### config.mk
export PLATFORM = sky130hd
export DESIGN_NAME = apb_arb2
export DESIGN_NICKNAME = d
export VERILOG_FILES = /design/src/rtl/apb_arb_pkg.sv /design/src/rtl/apb_arb_rr2.sv /design/src/rtl/apb_arb2.sv
export SDC_FILE = /design/constraint.sdc
export NUM_CORES = 1
export LEC_CHECK = 0
export BUFFER_PORTS_ARGS = -buffer_cell sky130_fd_sc_hd__buf_2
export CAP_MARGIN = 20
export CELL_PAD_IN_SITES_DETAIL_PLACEMENT = 1
export CELL_PAD_IN_SITES_GLOBAL_PLACEMENT = 1
export CORE_MARGIN = 4
export CORE_UTILIZATION = 28
export CTS_CLUSTER_DIAMETER = 50
export DETAILED_ROUTE_END_ITERATION = 16
export GPL_ROUTABILITY_DRIVEN = 0
export GPL_TIMING_DRIVEN = 0
export PLACE_DENSITY_LB_ADDON = 0.08
export SLEW_MARGIN = 20
export SYNTH_ARGS = -nofsm -noshare
export SYNTH_HDL_FRONTEND = slang
export SYNTH_SLANG_ARGS = --single-unit
### constraint.sdc
create_clock -name clk -period 1.85 [get_ports clk]
set_clock_uncertainty 0.15 [all_clocks]
set_input_delay 0.0925 -clock clk [delete_from_list [all_inputs] [get_ports clk]]
set_output_delay 0.0925 -clock clk [all_outputs]
set_load 0.05 [all_outputs]
### src/rtl/apb_arb_pkg.sv
// apb_arb_pkg: shared types and constants for the two-master APB arbiter.
//   arb_state_t        : arbiter FSM states (IDLE, SETUP, ACCESS)
//   ARB_ADDR_W/DATA_W  : default APB address/data widths
//   ARB_TIMEOUT_RDATA  : read data returned to a master on a forced completion
package apb_arb_pkg;

    typedef enum logic [1:0] {
        IDLE   = 2'd0,
        SETUP  = 2'd1,
        ACCESS = 2'd2
    } arb_state_t;

    localparam int ARB_ADDR_W = 8;
    localparam int ARB_DATA_W = 8;

    localparam logic [7:0] ARB_TIMEOUT_RDATA = 8'hFF;

endpackage

### src/rtl/apb_arb_rr2.sv
// apb_arb_rr2: combinational 2-way round-robin picker.
//   req[1:0]   : request per master
//   last_grant : master served by the last completed transfer
//   gnt        : index of the winning master (meaningful when valid=1)
//   valid      : at least one master is requesting
module apb_arb_rr2
    import apb_arb_pkg::*;
(
    input  logic [1:0] req,
    input  logic       last_grant,
    output logic       gnt,
    output logic       valid
);

    // On a tie the master that was not served last wins; otherwise the sole requester.
    always_comb begin
        valid = |req;
        gnt   = &req ? ~last_grant : req[1];
    end

endmodule

### src/rtl/apb_arb2.sv
// apb_arb2: two-master, one-slave APB arbiter and sequencer.
// Master 0 (I2C-to-APB bridge) and master 1 (second on-chip requester) share one
// APB slave. The winner's request is snapshotted in IDLE and replayed to the slave
// as SETUP then ACCESS; the other master is held in wait states until granted.
//   clk, rst_n                   : clock, synchronous active-low reset
//   m0_* / m1_*                  : master-side APB (psel, penable, pwrite, paddr,
//                                  pwdata in; prdata, pready out)
//   s_*                          : slave-side APB (psel, penable, pwrite, paddr,
//                                  pwdata out; prdata, pready in)
//   grant                        : owning master, valid while busy
//   busy                         : high in SETUP or ACCESS
//   timeout                      : one-cycle pulse on a forced completion
// Optional macro APB_ARB_TIMEOUT_EN: force-completes an ACCESS after TIMEOUT
// slave wait cycles; without it ACCESS waits indefinitely and timeout is 0.
module apb_arb2
    import apb_arb_pkg::*;
#(
    parameter int ADDR_W  = ARB_ADDR_W,
    parameter int DATA_W  = ARB_DATA_W,
    parameter int TIMEOUT = 16
) (
    input  logic              clk,
    input  logic              rst_n,
    input  logic              m0_psel,
    input  logic              m0_penable,
    input  logic              m0_pwrite,
    input  logic [ADDR_W-1:0] m0_paddr,
    input  logic [DATA_W-1:0] m0_pwdata,
    output logic [DATA_W-1:0] m0_prdata,
    output logic              m0_pready,
    input  logic              m1_psel,
    input  logic              m1_penable,
    input  logic              m1_pwrite,
    input  logic [ADDR_W-1:0] m1_paddr,
    input  logic [DATA_W-1:0] m1_pwdata,
    output logic [DATA_W-1:0] m1_prdata,
    output logic              m1_pready,
    output logic              s_psel,
    output logic              s_penable,
    output logic              s_pwrite,
    output logic [ADDR_W-1:0] s_paddr,
    output logic [DATA_W-1:0] s_pwdata,
    input  logic [DATA_W-1:0] s_prdata,
    input  logic              s_pready,
    output logic              grant,
    output logic              busy,
    output logic              timeout
);

    arb_state_t        state_q, state_d;
    logic              grant_q, grant_d;
    logic              last_grant_q, last_grant_d;
    logic [ADDR_W-1:0] addr_q, addr_d;
    logic              write_q, write_d;
    logic [DATA_W-1:0] wdata_q, wdata_d;
    logic              rr_gnt, rr_valid;
    logic              acc, to_hit, done;
    logic              m0_penable_unused, m1_penable_unused;

    // penable is not needed to arbitrate: psel alone is the request in either phase.
    assign m0_penable_unused = m0_penable;
    assign m1_penable_unused = m1_penable;

    apb_arb_rr2 u_rr (
        .req        ({m1_psel, m0_psel}),
        .last_grant (last_grant_q),
        .gnt        (rr_gnt),
        .valid      (rr_valid)
    );

    assign acc = (state_q == ACCESS);

`ifdef APB_ARB_TIMEOUT_EN
    localparam int CNT_W = $clog2(TIMEOUT + 1);

    logic [CNT_W-1:0] cnt_q, cnt_d;

    // Counter restarts every time ACCESS is entered and only counts stalled cycles.
    always_comb begin
        cnt_d = (state_q == SETUP) ? '0 : (acc && !s_pready) ? cnt_q + 1'b1 : cnt_q;
    end

    always_ff @(posedge clk) begin
        if (!rst_n) begin
            cnt_q <= '0;
        end else begin
            cnt_q <= cnt_d;
        end
    end

    assign to_hit = acc && !s_pready && (cnt_q == CNT_W'(TIMEOUT - 1));
`else
    logic unused_timeout;

    // TIMEOUT only sizes the wait counter, which does not exist in this build.
    assign unused_timeout = |TIMEOUT;
    assign to_hit         = 1'b0;
`endif

    assign done = acc && (s_pready || to_hit);

    always_comb begin
        state_d      = state_q;
        grant_d      = grant_q;
        last_grant_d = last_grant_q;
        addr_d       = addr_q;
        write_d      = write_q;
        wdata_d      = wdata_q;
        if (state_q == IDLE && rr_valid) begin
            // The snapshot is taken only here, so later master-side changes are ignored.
            state_d = SETUP;
            grant_d = rr_gnt;
            addr_d  = rr_gnt ? m1_paddr  : m0_paddr;
            write_d = rr_gnt ? m1_pwrite : m0_pwrite;
            wdata_d = rr_gnt ? m1_pwdata : m0_pwdata;
        end else if (state_q == SETUP) begin
            state_d = ACCESS;
        end else if (done) begin
            state_d      = IDLE;
            last_grant_d = grant_q;
        end
    end

    always_ff @(posedge clk) begin
        if (!rst_n) begin
            state_q      <= IDLE;
            grant_q      <= 1'b0;
            last_grant_q <= 1'b1;
            addr_q       <= '0;
            write_q      <= 1'b0;
            wdata_q      <= '0;
        end else begin
            state_q      <= state_d;
            grant_q      <= grant_d;
            last_grant_q <= last_grant_d;
            addr_q       <= addr_d;
            write_q      <= write_d;
            wdata_q      <= wdata_d;
        end
    end

    // Slave side is driven only while busy; a forced completion drops psel/penable.
    assign busy      = (state_q != IDLE);
    assign grant     = grant_q;
    assign timeout   = to_hit;
    assign s_psel    = busy && !to_hit;
    assign s_penable = acc && !to_hit;
    assign s_paddr   = busy ? addr_q  : '0;
    assign s_pwrite  = busy && write_q;
    assign s_pwdata  = busy ? wdata_q : '0;

    // Ready and read data pass straight through to the granted master only.
    assign m0_pready = acc && !grant_q && (s_pready || to_hit);
    assign m1_pready = acc &&  grant_q && (s_pready || to_hit);
    assign m0_prdata = (acc && !grant_q) ? (to_hit ? DATA_W'(ARB_TIMEOUT_RDATA) : s_prdata) : '0;
    assign m1_prdata = (acc &&  grant_q) ? (to_hit ? DATA_W'(ARB_TIMEOUT_RDATA) : s_prdata) : '0;

endmodule

== Word-level counts from Yosys, hierarchy flattened ==
Index checks and enable logic that the tools add are counted.
Cells by class
  bitwise gates (word level): 4
  reduce and logical (&&, ||, !) cells: 16
  eq/ne operators: 2
  multiplexer cells: 11
Operators with widths (count)
  8-bit 2-to-1 mux: 6
  1-bit logical AND: 7
  2-bit 2-to-1 mux: 2
  1-bit inverter: 4
  2-bit nonzero test: 2
  2-bit OR reduction: 2
  1-bit 2-to-1 mux: 3
  3-bit AND reduction: 1
  3-bit nonzero test: 1
  2-bit by 1-bit == test with 1-bit output, second input constant: 1
  2-bit == test, second input constant: 1
  2-bit zero test: 1
  2-bit AND reduction: 1
  1-bit zero test: 1
Storage, ports and cells
  bits of input ports: 49
  output and inout port bits: 40
  register bits after elaboration: 21

== Logic depth before layout (Yosys ltp) ==
Gate-level depths: netlist (run 1).
  depth after elaboration: 5
  mapped depth: 5

== By module ==
A second synthesis (run 1) with hierarchy kept.
Second synthesis, totals
  cell total of the unflattened synthesis: 162
  area total of the unflattened synthesis: 1503.9 um^2
Modules (own cells, without submodules)
  apb_arb2: area an instance 1490.2 um^2, cells each 160, times used 1
  apb_arb_rr2: area an instance 13.8 um^2, cells each 2, times used 1

== Worst setup path after synthesis (run 1) ==
OpenSTA, ideal clock, no wires.
  kind: register to output
  start point: register state_q[1]
  end point: output m0_pready
  arrival: 1.594 ns
  path buffers: 1
  setup slack: 0.014 ns
  cell stages (with the launch flop): 5
  cell sequence: dfxtp_1 > nor2b_1 > buf_2 > nand2_1 > nor2_1
On the way
  longest elaborated chain between the ends: 3
RTL lines
  start: declaration: RTL line apb_arb2.sv:50  | arb_state_t state_q, state_d;
  start signal: assignment: RTL line apb_arb2.sv:133  | state_q <= state_d;
  2-bit == test: RTL line apb_arb2.sv:71  | assign acc = (state_q == ACCESS);
  via s_penable: RTL line apb_arb2.sv:39  | output logic s_penable,
  1-bit logical AND (2 in series): RTL line apb_arb2.sv:153  | assign m0_pready = acc && !grant_q && (s_pready || to_hit);
  end: declaration: RTL line apb_arb2.sv:30  | output logic m0_pready,
The timed path passes the listed nets, and every way through them passes these cells.

== Final worst setup path (run 1) ==
  start point: register state_q[1]
  end point: output m1_prdata[4]
On the way
  longest elaborated chain between the ends: 3
RTL lines
  2-bit == test: RTL line apb_arb2.sv:71
  1-bit logical AND: RTL line apb_arb2.sv:156  | assign m1_prdata = (acc && grant_q) ? (to_hit ? DATA_W'(ARB_TIMEOUT_RDATA) : s_prdata) : '0;
  8-bit 2-to-1 mux: RTL line apb_arb2.sv:156
  end: declaration: RTL line apb_arb2.sv:36  | output logic [DATA_W-1:0] m1_prdata,
Every way passes these cells.

==> key figures, run 1 <==
Layout
  – Fin nets: 335
  – Area delta synth->final: 70.6%
  – Antenna cell count: 0
  – FILL cells: 545
  – Most frequent cells in the layout: 75 x buf_2, 38 x nand2_1, 35 x dlygate4sd3_1
  – Fraction of layout cells with a size suffix above 1: 40.4%
  – Fin cells: 337
  – Final Util: 50.1%
  – Design area: 2220 µm²
  – Commonest non-fill, non-tap cell in the layout: buf_2

Synthesis
  – Synth Area in Simple Gates: 30.3%
  – Netlist Area Pre-Place: 1300 µm²
  – Syn Area/Cell: 8.05 µm²
  – Post-Syn Nets: 211
  – Post-synthesis compound-gate area fraction: 27.2%
  – Count of different cell masters after synthesis: 21
  – Post-Synthesis Cells: 162
  – Main combinational cell family by area after synthesis: simple AND/OR/NAND/NOR gates
  – Synthesized flop and latch total: 21
  – Sequential fraction of the synthesis area: 32.2%
  – YS warnings: 0
  – Post-synthesis mux area share: 0%
  – Post-synthesis adder-cell area fraction: 0%
  – XOR/XNOR Fraction of Synth Area: 0%

Clock tree
  – Clock Tree Buf Depth: 2
  – Worst-path clk slew: 0.08 ns
  – Num CTS Buffers: 3
  – Worst skew pair latency: 0.26 ns
  – CTS tree: yes
  – H-tree lvl count: 1
  – Clock Tree Root: clkbuf_8
  – Sink Count: 21

Timing
  – Final hold vios: 0
  – Setup TNS: 0 ns
  – RSZ-0062 raised after global routing: no
  – Final min period: 1.74 ns
  – Slew HR: 58.0%
  – Achievable frequency: 576 MHz
  – Count of final max-slew check failures: 0
  – WHS: 0.00723 ns
  – Ratio of final minimum period to clock period: 93.9%
  – Worst-margin pin slew: 0.631 ns
  – Final setup viols: 0

Routing
  – Vias: 1,614
  – Routed length per instance: 14.2 µm
  – DRT iter0 DRCs: 37
  – Post-route ant nets: 0
  – # DRC: 0
  – Drt via density: 4.79
  – Pre-Repair DR Iteration Count: 4
  – Final WL: 4.79 mm

Global route
  – Total global-route track usage: 16.9%
  – First-pass GRT wire length: 8.14 mm
  – Initial antenna violation count: 0
  – Largest net degree at the start of global routing: 13
  – Grt ovf: 0
  – Vias in the first global route: 1,673

Die
  – Die Height: 76.2 µm
  – Die area: 5810 µm²
  – Core area: 4440 µm²
  – # IOs: 89
  – Initial Utilization: 29.3%
  – Row cnt: 24
  – Die Width: 76.2 µm

Hold path
  – Min-delay worst type: primary input to flip-flop

Place
  – Port Buffers: 85
  – Inst Count DP: 299
  – DP Area: 1790 µm²
  – HPWL after DPL: 3.31 mm

Critical path
  – Worst reg-to-reg setup slack: 0.23 ns
  – Crit-path max FO: 10
  – Worst R2R Start: state_q[0]
  – Worst Path Required: 1.61 ns
  – Worst Setup Path Type: flip-flop to output pin
  – Reg2Reg Capture Point: addr_q[4]
  – Worst Setup SP: state_q[1]
  – Critical path capture point: m1_prdata[4]
  – Worst Path Arrival: 1.49 ns
  – Startpoint Class: flip-flop
  – CP Capture Type: output pin
  – Depth of the most critical reg-to-reg path: 5

Job
  – Total of max-cap violations: 0

Pwr
  – Leakage: 0.00112 µW
  – Power per standard cell area: 669 nW/µm²
  – Max rail drop VDD: 0.000427 V

Run status
  – Run status: finished, final reports clean
-- area by class of cell --
class / count / area, µm² / share of cell area [%]
inverters: 3 / 11.3 / 0.506
repair buffers: 120 / 803 / 36.1
well taps: 52 / 65.1 / 2.92
plain buffers: 15 / 118 / 5.29
clock inverters: 1 / 5.00 / 0.225
multi-input cells: 122 / 761 / 34.2
flip-flops and latches: 21 / 420 / 18.9
clock buffers: 3 / 41.3 / 1.86
-- cell families after synthesis --
family / count (synthesis)
compound gates: 41
buf+inv: 19
flops: 21
other cells: 1
simple gates: 80
-- timing repair --
action | 4_1_cts | 5_1_grt
setup buffers | 0 | 0
pin swaps | 0 | 0
setup endpoints to repair | 20 | 17
hold endpoints to repair | 18 | 0
gates resized for setup | 3 | 12
hold buffers | 35 | 0
-- worst min-delay path by stage --
stage | depth (start not counted) | end | slack [ns] | start
after floorplan | 2 | addr_q[5] | 0.10 | m0_paddr[5]
after global placement | 3 | wdata_q[1] | 0.22 | m0_pwdata[1]
after detailed placement | 3 | wdata_q[4] | 0.22 | m1_pwdata[4]
after CTS | 3 | last_grant_q | 0.007 | s_pready
after global routing | 3 | last_grant_q | 0.02 | s_pready
final | 3 | last_grant_q | 0.007 | s_pready
-- layer usage --
layer / up-vias / routed length (µm) / track usage, %
li1: 798 / - / -
met1: 733 / 2080 / 21.3
met2: 73 / 2220 / 27.9
met3: 10 / 385 / 4.73
met4: 0 / 105 / 4.89
met5: - / 0 / 0
-- synthesized netlist by cell type --
master | instances | area, µm²
buf_2 | 2 | 10.0
nand2_1 | 38 | 143
a311oi_1 | 7 | 61.3
nor2b_1 | 2 | 12.5
a211o_1 | 1 | 8.76
inv_1 | 3 | 11.3
clkbuf_1 | 4 | 15.0
dfxtp_1 | 21 | 420
a21bo_1 | 1 | 10.0
buf_6 | 5 | 56.3
nor2_1 | 4 | 15.0
a21oi_1 | 20 | 100
a21boi_4 | 1 | 18.8
a311oi_2 | 10 | 150
and3_1 | 9 | 56.3
nor2_2 | 1 | 6.26
buf_4 | 5 | 37.5
conb_1 | 1 | 3.75
and2_1 | 25 | 156
or2_1 | 1 | 6.26
o21ai_0 | 1 | 5.00
-- report_power, final --
part	leakage, µW	internal (µW)	switching, µW	total [µW]
combinational	0.000918	252	400	653
sequential	0.000174	506	27.6	534
clock	0.0000255	150	152	302
-- sequential cells by signal, indices dropped and copies added (netlist names) --
register	count
addr_q	8
grant	1
last_grant_q	1
state_q	2
wdata_q	8
write_q	1
-- worst max-delay path, stage by stage, from the launching register on --
cell and delay, ns:
dfxtp_1 0.37, nor2b_1 0.22, buf_2 0.22, and3_1 0.16, buf_2 0.26
-- stage by stage --
stage / setup slack (ns) / power (µW)
2_1_floorplan: 0.0135 / 969
3_3_place_gp: 0.0559 / 1130
3_5_place_dp: 0.0440 / 1130
4_1_cts: 0.0426 / 1500
5_1_grt: 0.000716 / 1580
6_report: 0.113 / 1490
Power figures use the tool's default switching activity.
==> inputs of run 2 (changes only) <==
Clock period 1.85 ns to 1.65 ns, I/O delays scaled along.
==> run 2 against run 1 <==
- via count grew 0.19%
- worst setup slack lost 0.034 ns
- core utilization grew 3.4 points
- wire length grew 1.4%
- clock-buffer cell count grew 1
- register-to-register slack lost 0.11 ns
- design area grew 6.7%
- flip-flop and latch count is the same
- critical path depth is the same
- non-clock buffer count is the same
- cell count is the same
- global-route usage grew 0.062 points
- highest routed layer unchanged
==> key figures, run 2 (synthesis results as in run 1) <==
Critical path
  – Worst Path Arrival: 1.34 ns
  – Worst R2R Start: state_q[1]
  – Worst Path Required: 1.42 ns
  – CP Capture Type: output pin
  – Most frequent CP cell: nor2b_4
  – Startpoint Class: flip-flop
  – Critical path capture point: m0_prdata[7]
  – Worst Setup Path Type: flip-flop to output pin
  – Crit-path max FO: 8
  – Worst Setup SP: state_q[1]
  – Crit-path cells: nor2b_4 > nor2b_4 > and2_1 > buf_4
  – Critical Path Max Stage Delay: 0.38 ns
  – Slowest CP cell: dfxtp_4
  – Worst reg-to-reg setup slack: 0.12 ns
  – Reg2Reg Capture Point: addr_q[1]
  – Levels on crit path: 4
  – Buf/Inv on CP: 1
  – Depth of the most critical reg-to-reg path: 5
  – Crit-path leading delay family: simple AND/OR/NAND/NOR gates

Layout
  – Design area: 2370 µm²
  – Top flop regs: addr_q x8, wdata_q x8, state_q x2
  – Fin cells: 337
  – Antenna cell count: 0
  – FILL cells: 553
  – Seq. cell area: 428 µm²
  – Fraction of layout cells with a size suffix above 1: 45.3%
  – Fin nets: 335
  – Area occupied by multi-input gates: 793 µm²
  – Area delta synth->final: 82.1%
  – Commonest non-fill, non-tap cell in the layout: buf_2
  – Most frequent cells in the layout: 58 x buf_2, 38 x nand2_1, 35 x dlygate4sd3_1

Clock tree
  – H-tree lvl count: 1
  – Num CTS Buffers: 3
  – CTS tree: yes
  – Clock Tree Buf Depth: 2
  – Worst skew pair latency: 0.26 ns
  – Worst-path clk slew: 0.08 ns
  – Sink Count: 21
  – Clock Tree Root: clkbuf_8

Pwr
  – Sw frac: 38.2%
  – Int Pwr: 1070 µW
  – Max rail drop VDD: 0.000319 V
  – Switching power: 663 µW
  – Seq pwr share: 34.8%
  – Power per standard cell area: 731 nW/µm²
  – Clock network power share: 19.6%
  – Combinational Power Share: 45.6%
  – Leakage: 0.00115 µW

Place
  – HPWL after DPL: 3.34 mm
  – Inst Count DP: 299
  – DP Area: 1810 µm²
  – Port Buffers: 85

Routing
  – Vias: 1,617
  – # DRC: 0
  – Pre-Repair DR Iteration Count: 4
  – Routed length per instance: 14.4 µm
  – Final WL: 4.86 mm
  – DRT iter0 DRCs: 32
  – Drt via density: 4.80
  – Post-route ant nets: 0

Hold path
  – Min-delay worst type: primary input to flip-flop

Die
  – Die Width: 76.2 µm
  – Core area: 4440 µm²
  – Initial Utilization: 29.3%
  – Die area: 5810 µm²
  – Row cnt: 24
  – Die Height: 76.2 µm
  – # IOs: 89

Timing
  – Worst-margin pin slew: 0.642 ns
  – Slew HR: 57.2%
  – Final min period: 1.57 ns
  – Final setup viols: 0
  – Final hold vios: 0
  – Count of final max-slew check failures: 0
  – RSZ-0062 raised after global routing: no
  – Achievable frequency: 637 MHz
  – Ratio of final minimum period to clock period: 95.2%

Run status
  – Run status: finished, final reports clean

Global route
  – Grt met2 use: 30.8%
  – Vias in the first global route: 1,690
  – Global routing's busiest layer: met2
  – Initial antenna violation count: 0
  – Grt ovf: 0
  – GR Layer Usage met3: 2.25%
  – First-pass GRT wire length: 8.12 mm
  – Largest net degree at the start of global routing: 12
  – Met1 usage: 20.6%
  – Total global-route track usage: 16.9%

Job
  – Total of max-cap violations: 0
run 2: routing by layer:
layer / up-vias / wire length, µm / share of wire, %
met2: 52 / 2490 / 51
met3: 6 / 215 / 4.4
met1: 761 / 2090 / 43
met5: - / 0 / 0
li1: 798 / - / -
met4: 0 / 65 / 1.3
run 2: stage by stage:
stage	total power, µW	util [%]	setup slack (ns)	setup TNS, ns	hold WS (ns)
finish	1740	53.4	0.0795	0	0.00894
global route	1830	53.4	0.000681	0	0.0294
CTS	1740	52.7	-0.0173	-0.0988	0.00408
detailed placement	1280	40.7	-0.154	-1.42	0.211
global placement	1270	40.7	-0.155	-1.42	0.209
floorplan	1090	-	0.0205	0	0.0924
run 2: what timing repair did:
action,CTS,global route
gates resized for setup,50,16
pin swaps,0,1
setup endpoints to repair,36,27
hold endpoints to repair,18,0
hold buffers,35,0
setup buffers,0,0
run 2: area by class of cell:
class	instances	share of cell area [%]
Inverter	3	0.474
Sequential cell	21	18.0
Clock buffer	4	1.90
Buffer	15	5.43
Multi-Input combinational cell	122	33.4
Tap cell	52	2.74
Timing Repair Buffer	120	38.0
run 2: power by group through the flow:
stage	Clock [µW]	Sequential (µW)	Combinational, µW
after CTS	356	603	784
final	340	605	790
after detailed placement	0	610	667
after floorplan	0	607	485
after global routing	371	614	849
after global placement	0	607	661
run 2: worst reg2reg max path: cells and delay by family (launching register included):
kind | cells | cell delay, ns
flip-flops | 1 | 0.37
buffers and inverters | 2 | 0.30
AO/OA/AOI/OAI | 1 | 0.10
AND/OR/NAND/NOR | 2 | 0.47
run 2: worst min-delay path by stage:
stage | from | end | slack (ns) | cells past startpoint
4_1_cts | s_pready | last_grant_q | 0.004 | 3
5_1_grt | s_pready | last_grant_q | 0.03 | 3
6_report | s_pready | last_grant_q | 0.009 | 3
3_3_place_gp | m1_pwdata[4] | wdata_q[4] | 0.21 | 3
2_1_floorplan | m0_paddr[5] | addr_q[5] | 0.09 | 2
3_5_place_dp | m1_pwdata[4] | wdata_q[4] | 0.21 | 3
